--- src/rtl/coo_enc_hls_deadlock_ctrl.sv ---
// rtl/coo_enc_hls_deadlock_ctrl.sv - deadlock controller: persistence filter plus blocked-index report channel
// Optional cycle stamp of the declaration: COO_ENC_DEADLOCK_STAMP_EN
module coo_enc_hls_deadlock_ctrl #(
    parameter int NUM_MON = 4,
    parameter int THRESH  = 16,
    parameter int IDX_W   = (NUM_MON > 1) ? $clog2(NUM_MON) : 1
) (
    input  logic               clock,
    input  logic               reset_n,
    input  logic               enable,
    input  logic               clear,
    input  logic [NUM_MON-1:0] mon_block,
    output logic               deadlock,
    output logic               report_valid,
    input  logic               report_ready,
    output logic [IDX_W-1:0]   report_idx,
    output logic               report_last
`ifdef COO_ENC_DEADLOCK_STAMP_EN
    ,
    output logic [31:0]        stamp
`endif
);

    localparam int CNT_W = $clog2(THRESH + 1);

    typedef enum logic [1:0] {IDLE, SUSPECT, REPORT, HOLD} state_t;

    state_t             state_q, state_d;
    logic [NUM_MON-1:0] snap_q, snap_d;
    logic [CNT_W-1:0]   cnt_q, cnt_d;
    logic               deadlock_q, deadlock_d;
    logic [IDX_W-1:0]   low_idx;
    logic               single_bit;
    logic [NUM_MON-1:0] snap_drop;

`ifdef COO_ENC_DEADLOCK_STAMP_EN
    logic [31:0] cyc_q, stamp_q, stamp_d;
`endif

    // snap & (snap-1) removes the lowest set bit, i.e. the entry being reported
    assign snap_drop  = snap_q & (snap_q - NUM_MON'(1));
    assign single_bit = (snap_q != '0) && (snap_drop == '0);

    always_comb begin
        low_idx = '0;
        for (int i = NUM_MON - 1; i >= 0; i--) begin
            if (snap_q[i]) low_idx = IDX_W'(i);
        end
    end

    always_comb begin
        state_d    = state_q;
        snap_d     = snap_q;
        cnt_d      = cnt_q;
        deadlock_d = deadlock_q;
`ifdef COO_ENC_DEADLOCK_STAMP_EN
        stamp_d    = stamp_q;
`endif
        if (clear) begin
            state_d    = IDLE;
            snap_d     = '0;
            cnt_d      = '0;
            deadlock_d = 1'b0;
`ifdef COO_ENC_DEADLOCK_STAMP_EN
            stamp_d    = '0;
`endif
        end else begin
            case (state_q)
                IDLE: begin
                    snap_d = '0;
                    cnt_d  = '0;
                    if (enable && (mon_block != '0)) begin
                        snap_d  = mon_block;
                        cnt_d   = CNT_W'(1);
                        state_d = SUSPECT;
                    end
                end
                SUSPECT: begin
                    if (!enable || (mon_block == '0)) begin
                        state_d = IDLE;
                        snap_d  = '0;
                        cnt_d   = '0;
                    end else if (mon_block != snap_q) begin
                        snap_d = mon_block;
                        cnt_d  = CNT_W'(1);
                    end else if (cnt_q == CNT_W'(THRESH - 1)) begin
                        state_d    = REPORT;
                        deadlock_d = 1'b1;
`ifdef COO_ENC_DEADLOCK_STAMP_EN
                        stamp_d    = cyc_q;
`endif
                    end else if (cnt_q < CNT_W'(THRESH)) begin
                        cnt_d = cnt_q + CNT_W'(1);
                    end
                end
                REPORT: begin
                    if (report_ready) begin
                        snap_d = snap_drop;
                        if (single_bit) state_d = HOLD;
                    end
                end
                HOLD: ;
                default: state_d = IDLE;
            endcase
        end
    end

    always_ff @(posedge clock or negedge reset_n) begin
        if (!reset_n) begin
            state_q    <= IDLE;
            snap_q     <= '0;
            cnt_q      <= '0;
            deadlock_q <= 1'b0;
        end else begin
            state_q    <= state_d;
            snap_q     <= snap_d;
            cnt_q      <= cnt_d;
            deadlock_q <= deadlock_d;
        end
    end

`ifdef COO_ENC_DEADLOCK_STAMP_EN
    always_ff @(posedge clock or negedge reset_n) begin
        if (!reset_n) begin
            cyc_q   <= '0;
            stamp_q <= '0;
        end else begin
            cyc_q   <= cyc_q + 32'd1;
            stamp_q <= stamp_d;
        end
    end
    assign stamp = stamp_q;
`endif

    assign deadlock     = deadlock_q;
    assign report_valid = (state_q == REPORT);
    assign report_idx   = report_valid ? low_idx : '0;
    assign report_last  = report_valid && single_bit;

endmodule

--- config.mk ---
export PLATFORM = sky130hd
export DESIGN_NAME = coo_enc_hls_deadlock_ctrl
export DESIGN_NICKNAME = d
export VERILOG_FILES = /design/src/rtl/coo_enc_hls_deadlock_ctrl.sv
export SDC_FILE = /design/constraint.sdc
export NUM_CORES = 1
export LEC_CHECK = 0
export ABC_AREA = 1
export BUFFER_PORTS_ARGS = -buffer_cell sky130_fd_sc_hd__buf_4
export CORE_MARGIN = 5
export CORE_UTILIZATION = 51
export DETAILED_ROUTE_END_ITERATION = 10
export PLACE_DENSITY = 0.76
export SLEW_MARGIN = 15
export SYNTH_ARGS = -nofsm -noshare
export SYNTH_HDL_FRONTEND = slang
export SYNTH_SLANG_ARGS = --single-unit
--- constraint.sdc ---
create_clock -name clock -period 2.1 [get_ports clock]
set_clock_uncertainty 0.2 [all_clocks]
set_input_delay 0.315 -clock clock [delete_from_list [all_inputs] [get_ports clock]]
set_output_delay 0.315 -clock clock [all_outputs]
set_load 0.05 [all_outputs]
==> results of run 1 <==
-- power breakdown --
group          switching [W]  leakage, nW  total (W)  internal (W)
clock              0.0000819       0.0210   0.000187      0.000105
combinational       0.000303        0.396   0.000453      0.000150
sequential         0.0000381        0.161   0.000306      0.000268
-- state kept, by name, indices dropped and copies added, names as in the netlist --
name      flops
cnt_q         5
snap_q        4
state_q       2
deadlock      1
-- final cells by class --
type                            instances  area share, %
Tap cell                               25           2.63
Timing Repair Buffer                   15           10.0
Clock buffer                            4           3.05
Inverter                               24           7.58
Sequential cell                        12           25.4
Multi-Input combinational cell        107           51.4
-- routing by layer --
layer,vias to the layer above,track usage [%],part of all wire (%)
li1,494,-,-
met1,427,23.1,44
met2,43,32.3,46
met3,8,3.32,7.4
met4,0,10.6,2.9
met5,-,0,0
-- cells in the mapped netlist (all sizes together) --
| cell | n | share of area, % |
|---|---|---|
| nand2 | 43 | 18 |
| inv | 24 | 9.2 |
| nor2 | 19 | 10 |
| dfrtp | 12 | 31 |
| o21ai | 11 | 6.0 |
| nand3 | 10 | 6.2 |
| a21oi | 8 | 4.1 |
| nand4 | 6 | 3.9 |
| ha | 5 | 6.4 |
| a21boi | 1 | 0.77 |
| buf | 1 | 1.2 |
| nor3 | 1 | 0.51 |
| o21a | 1 | 0.77 |
| o31ai | 1 | 0.77 |
| xnor2 | 1 | 0.90 |
-- critical path, cell delays in order (launching register included) --
cell and delay [ps]:
dfrtp_2 450, nor2_4 180, nand2_1 90, nand2_1 80, nand3_1 120, nor2_2 110, buf_4 200
-- what timing repair did --
item | in CTS | in global routing
hold buffers | 1 | 0
resized for setup | 1 | 5
endpoints found under the setup margin | 1 | 6
hold endpoints to repair | 12 | 0
-- cells by family (layout without fill, tap and decap cells) --
kind of cell,Yosys count,after routing
and+or+nand+nor,79,79
buffers and inverters,25,43
AOI/OAI and AO/OA,22,22
DFF,12,12
adders and majority gates,5,5
xor gates and xnor gates,1,1
-- through the flow --
step                total power [W]  instance area, um2
floorplan                  0.000624                 992
global placement           0.000722                1120
detailed placement         0.000734                1120
CTS                        0.000933                1170
global route                0.00103                1190
finish                     0.000947                1190
-- worst min path at each step --
stage	to	cells after the start	slack [ps]
global placement	snap_q[2]	1	-30
finish	deadlock	2	70
floorplan	cnt_q[0]	0	-180
global route	deadlock	2	70
detailed placement	snap_q[2]	1	-30
CTS	deadlock	2	60
==> impl_metrics.tcl, run 1 <==
set metrics [dict create \
    status "completed" \
    antenna_found_initial 0 \
    avgSynthCellArea_um2 6.77 \
    ys_seq_area_share_pct 30.8 \
    min-delay-start "clear" \
    synth_cells 144 \
    clk_pin_slew_worst_paths_ps 80 \
    multi_input_area_um2 611 \
    pin_count 14 \
    dp.final_hpwl_um 1730 \
    grt_first_pass_wirelength_um 4010 \
    cp_data_required_time_ps 1580 \
    hp-class "input port to flip-flop" \
    end_kind "primary output" \
    dp_cells 182 \
    num_vias 972 \
    cts_buffers 3 \
    fp.dieH_um 53.7 \
    synth-compound-area-share_pct 12.5 \
    root_buffer "clkbuf_4" \
    dpl_worst_slack_ps 196 \
    hold_viol 0 \
    dr.pass1.iters 4 \
    setup_ws_ps 72.1 \
    min_period_over_period_pct 96.6 \
    gp_congestion 0.928 \
    leakage_nw 0.578 \
    final_common_cell "nand2_1" \
    synth_top_family_by_area "simple AND/OR/NAND/NOR gates" \
    setup_violations 0 \
    fmax_mhz 493 \
    worst_ir_drop_vdd_mv 0.700 \
    row_count 15 \
    synth_area_um2 975 \
    post-cts-setup-buffer-count 0 \
    slew_viol_final 0 \
    final_util_pct 67.4 \
    die-area_um2 2890 \
    h-tree-depth 1 \
    grt_start_max_net_pins 13 \
    insertion_delay_ps 280 \
    clk_path_buf_depth 2 \
    start_kind "flip-flop" \
    synth_warnings 0 \
    synthAdderAreaFrac_pct 6.42 \
    drc 0 \
    ys_types 22 \
    path_class "flip-flop to primary output" \
    final_cell_mix "nand2_1 (41), inv_1 (21), buf_4 (13)" \
    fill_cells 166 \
    rsz0062_at_grt "false" \
    cts_tree "yes" \
    drt-initial-drc-count 35 \
    syn_to_final_growth_pct 22.0 \
    initial_core_util_pct 55.2 \
    die_w_um 53.7 \
    core_area_um2 1760 \
    drive_gt1_share_pct 23.5 \
    worstReg2RegStart "state_q[0]" \
    avgRoutedWirePerCell_um 11.8 \
    stdcell_count 187 \
    io_buffers 13 \
    synthXorXnorAreaFrac_pct 0.899 \
    grt_usage_pct 19.2 \
    worstPathArrival_ps 1510 \
    synth_seq_cells 12 \
    path_max_fanout 5 \
    grt-ovfl-total 0 \
    regArea_um2 302 \
    r2r_end "snap_q[0]" \
    n_antenna_cell 0 \
    synth-simple-area-share_pct 39.0 \
    relSlewSlack_pct 79.2 \
    whs_ps 72.1 \
    grt_pass1_vias 921 \
    max-cap-violations 0 \
    rrSetupSlack_ps 210 \
    cp-endpoint "report_last" \
    routed_wl_um 2210 \
    worst_r2r_path_depth 9 \
    fin_nets 177 \
    setup_tns_ps 0 \
    viasPerCell 5.20 \
    p_per_area_nw_per_um2 796 \
    tightest_slew_ps 312 \
    synth_nets 158 \
    clock_sinks 12 \
    startpoint "snap_q[1]" \
    post-route-min-period_ps 2030 \
    antenna_left 0 \
    synthMuxAreaShare_pct 0 \
]
Note: power is estimated with default switching activity, not from simulation.
==> run 2: changes to the inputs <==
--- a/config.mk
+++ b/config.mk
@@ -5,12 +5,12 @@
 export SDC_FILE = /design/constraint.sdc
 export NUM_CORES = 1
 export LEC_CHECK = 0
-export ABC_AREA = 1
 export BUFFER_PORTS_ARGS = -buffer_cell sky130_fd_sc_hd__buf_4
 export CORE_MARGIN = 5
 export CORE_UTILIZATION = 51
 export DETAILED_ROUTE_END_ITERATION = 10
-export PLACE_DENSITY = 0.76
+export GPL_TIMING_DRIVEN = 0
+export PLACE_DENSITY = 0.77
 export SLEW_MARGIN = 15
 export SYNTH_ARGS = -nofsm -noshare
 export SYNTH_HDL_FRONTEND = slang
==> impl_metrics.tcl, run 2 <==
set metrics [dict create \
    fmax_mhz 479 \
    tightest_slew_ps 473 \
    post-synth-top-area-cell "dfrtp_1" \
    clk_pin_slew_worst_paths_ps 70 \
    min_period_over_period_pct 99.4 \
    viasPerCell 5.72 \
    share_seq_of_total_power_pct 31.9 \
    cp_data_required_time_ps 2050 \
    die_w_um 53.1 \
    avgRoutedWirePerCell_um 15.0 \
    worstPathArrival_ps 2040 \
    setup_tns_ps 0 \
    stdcell_count 156 \
    crit_chain "inv_2 > ha_4 > or4_4 > o31ai_4 > o21ba_4 > mux2_4" \
    largest_register_ffs 5 \
    max-cap-violations 0 \
    grt_first_pass_wirelength_um 3970 \
    reg_top3 "cnt_q x5, snap_q x4, state_q x2" \
    die-area_um2 2820 \
    ys_types 40 \
    dp_cells 139 \
    drive_gt1_share_pct 42.7 \
    grt-ovfl-total 0 \
    synth_warnings 0 \
    setup_violations 0 \
    synth_area_um2 946 \
    hp-class "input port to flip-flop" \
    n_antenna_cell 0 \
    synthXorXnorAreaFrac_pct 4.63 \
    ys_seq_area_share_pct 31.7 \
    whs_ps 105 \
    dr.pass1.iters 4 \
    rsz0062_at_grt "true" \
    grt_start_max_net_pins 13 \
    status "completed" \
    worst_ir_drop_vdd_mv 0.588 \
    clkPwrFrac_pct 14.2 \
    hold_viol 0 \
    row_count 15 \
    yosys-top-cells-count "dfrtp_1 (12), nor2_1 (12), inv_1 (8)" \
    end_kind "flip-flop" \
    initial_core_util_pct 54.2 \
    drc 0 \
    core_area_um2 1750 \
    final_cell_mix "buf_4 (26), dfrtp_1 (11), nor2_1 (9)" \
    cts_buffers 3 \
    p_comb_share_pct 53.9 \
    yosysTopAreaCellShare_pct 31.7 \
    top_register "cnt_q" \
    cpPeakStageDelay_ps 530 \
    synth_cells 101 \
    antenna_left 0 \
    async_flop_share_pct 100 \
    insertion_delay_ps 260 \
    synth-main-ff-cell "dfrtp_1" \
    post-route-min-period_ps 2090 \
    design_power_total_w 0.000934 \
    antenna_found_initial 0 \
    dp.final_hpwl_um 1610 \
    start_kind "flip-flop" \
    avgSynthCellArea_um2 9.37 \
    grt_pass1_vias 891 \
    clk_path_buf_depth 2 \
    relSlewSlack_pct 68.3 \
    root_buffer "clkbuf_4" \
    path_max_fanout 7 \
    slew_viol_final 0 \
    yosys-top-cells-area "dfrtp_1 (32%), ha_1 (6.6%), nor2_1 (4.8%)" \
    p_sw_w 0.000365 \
    io_buffers 13 \
    synthMuxAreaShare_pct 2.65 \
    gp_congestion 0.866 \
    synthAdderAreaFrac_pct 6.61 \
    h-tree-depth 1 \
    crit_slowest_cell "or4_4" \
    syn_to_final_growth_pct 37.8 \
    grt_usage_pct 18.8 \
    final_common_cell "buf_4" \
    cts_tree "yes" \
    num_vias 893 \
    pin_count 14 \
    leakage_nw 0.553 \
    synth_edf_count 0 \
    routed_wl_um 2330 \
    path_class "flip-flop to flip-flop" \
    synth_top_family_by_area "compound AO/OA/AOI/OAI gates" \
    clock_sinks 12 \
    drt-initial-drc-count 20 \
    synth_nets 115 \
    fin_nets 147 \
    sw_frac_of_total_pct 39.1 \
    synth_seq_cells 12 \
    p_per_area_nw_per_um2 717 \
    synth-simple-area-share_pct 23.0 \
    synth-compound-area-share_pct 26.7 \
    internal_power_w 0.000569 \
    fp.dieH_um 53.1 \
]
[run 2: cell types whose count changed after synthesis, sizes merged, moves of 4 or more]
cell	change
nand2	-40
nand3	-7
inv	-16
nor2	-7
nand4	-4
nor3	+4
a21oi	-5
o21ai	-7
[run 2: final cells by class]
| cell class | count | area, um2 |
|---|---|---|
| Buffer | 3 | 16.3 |
| Multi-Input combinational cell | 78 | 693 |
| Clock buffer | 3 | 22.5 |
| Timing Repair Buffer | 27 | 209 |
| Inverter | 8 | 30.0 |
| Tap cell | 25 | 31.3 |
| Fill cell | 140 | 442 |
| Sequential cell | 12 | 302 |
[run 2: metrics by stage]
stage               setup WS, ps  area (um2)  utilization [%]
floorplan                  -7.10         985                -
global placement            -177        1110             63.8
detailed placement          -185        1110             63.8
CTS                         2.43        1220             69.7
global route               -38.9        1300             74.7
finish                      12.9        1300             74.7
[run 2: power groups by stage]
stage / Clock (W) / Combinational (W) / Sequential [W]
after CTS: 0.000136 / 0.000440 / 0.000293
after detailed placement: 0 / 0.000394 / 0.000293
final: 0.000133 / 0.000504 / 0.000298
after floorplan: 0 / 0.000312 / 0.000285
after global placement: 0 / 0.000384 / 0.000291
after global routing: 0.000154 / 0.000558 / 0.000301
[run 2: logic make-up (layout without fill, tap and decap cells)]
kind of cell	count (synthesis)	count (layout)
flip-flops	12	12
multiplexers	2	2
buffers and inverters	11	41
XOR/XNOR	5	5
AND/OR/NAND/NOR	36	36
AO/OA/AOI/OAI	30	30
adder cells (fa/ha/maj)	5	5
[run 2: worst max-delay path: cells and delay by family, from the launching register on]
family / cells / cell delay (ps)
muxes: 1 / 300
AOI/OAI and AO/OA: 2 / 290
buffers and inverters: 1 / 70
and+or+nand+nor: 1 / 530
adders and majority gates: 1 / 170
DFF: 1 / 400
[run 2: path summary, 6_finish.rpt]
kind	startpoint	end	slack, ps	depth (start not counted)
max	state_q[0]	snap_q[3]	10	6
min	mon_block[0]	snap_q[0]	110	3
max reg2reg	state_q[0]	snap_q[3]	10	6
min reg2reg	cnt_q[2]	cnt_q[2]	320	1
max in group asynchronous	reset_n	state_q[0]	1300	2
min in group asynchronous	reset_n	snap_q[1]	230	2
[run 2: repair_timing]
item / 4_1_cts / 5_1_grt
hold buffers: 1 / 0
endpoints found under the hold margin: 12 / 0
pin swaps: 2 / 6
buffers inserted: 6 / 7
endpoints found under the setup margin: 8 / 12
gates resized for setup: 6 / 10
[run 2: per-layer routing]
layer	share of wire, %	global-route usage (%)	up-vias
met5	0	0	-
li1	-	-	444
met4	0	1.28	0
met1	43	23.3	430
met3	5.2	5.63	0
met2	51	33.3	19
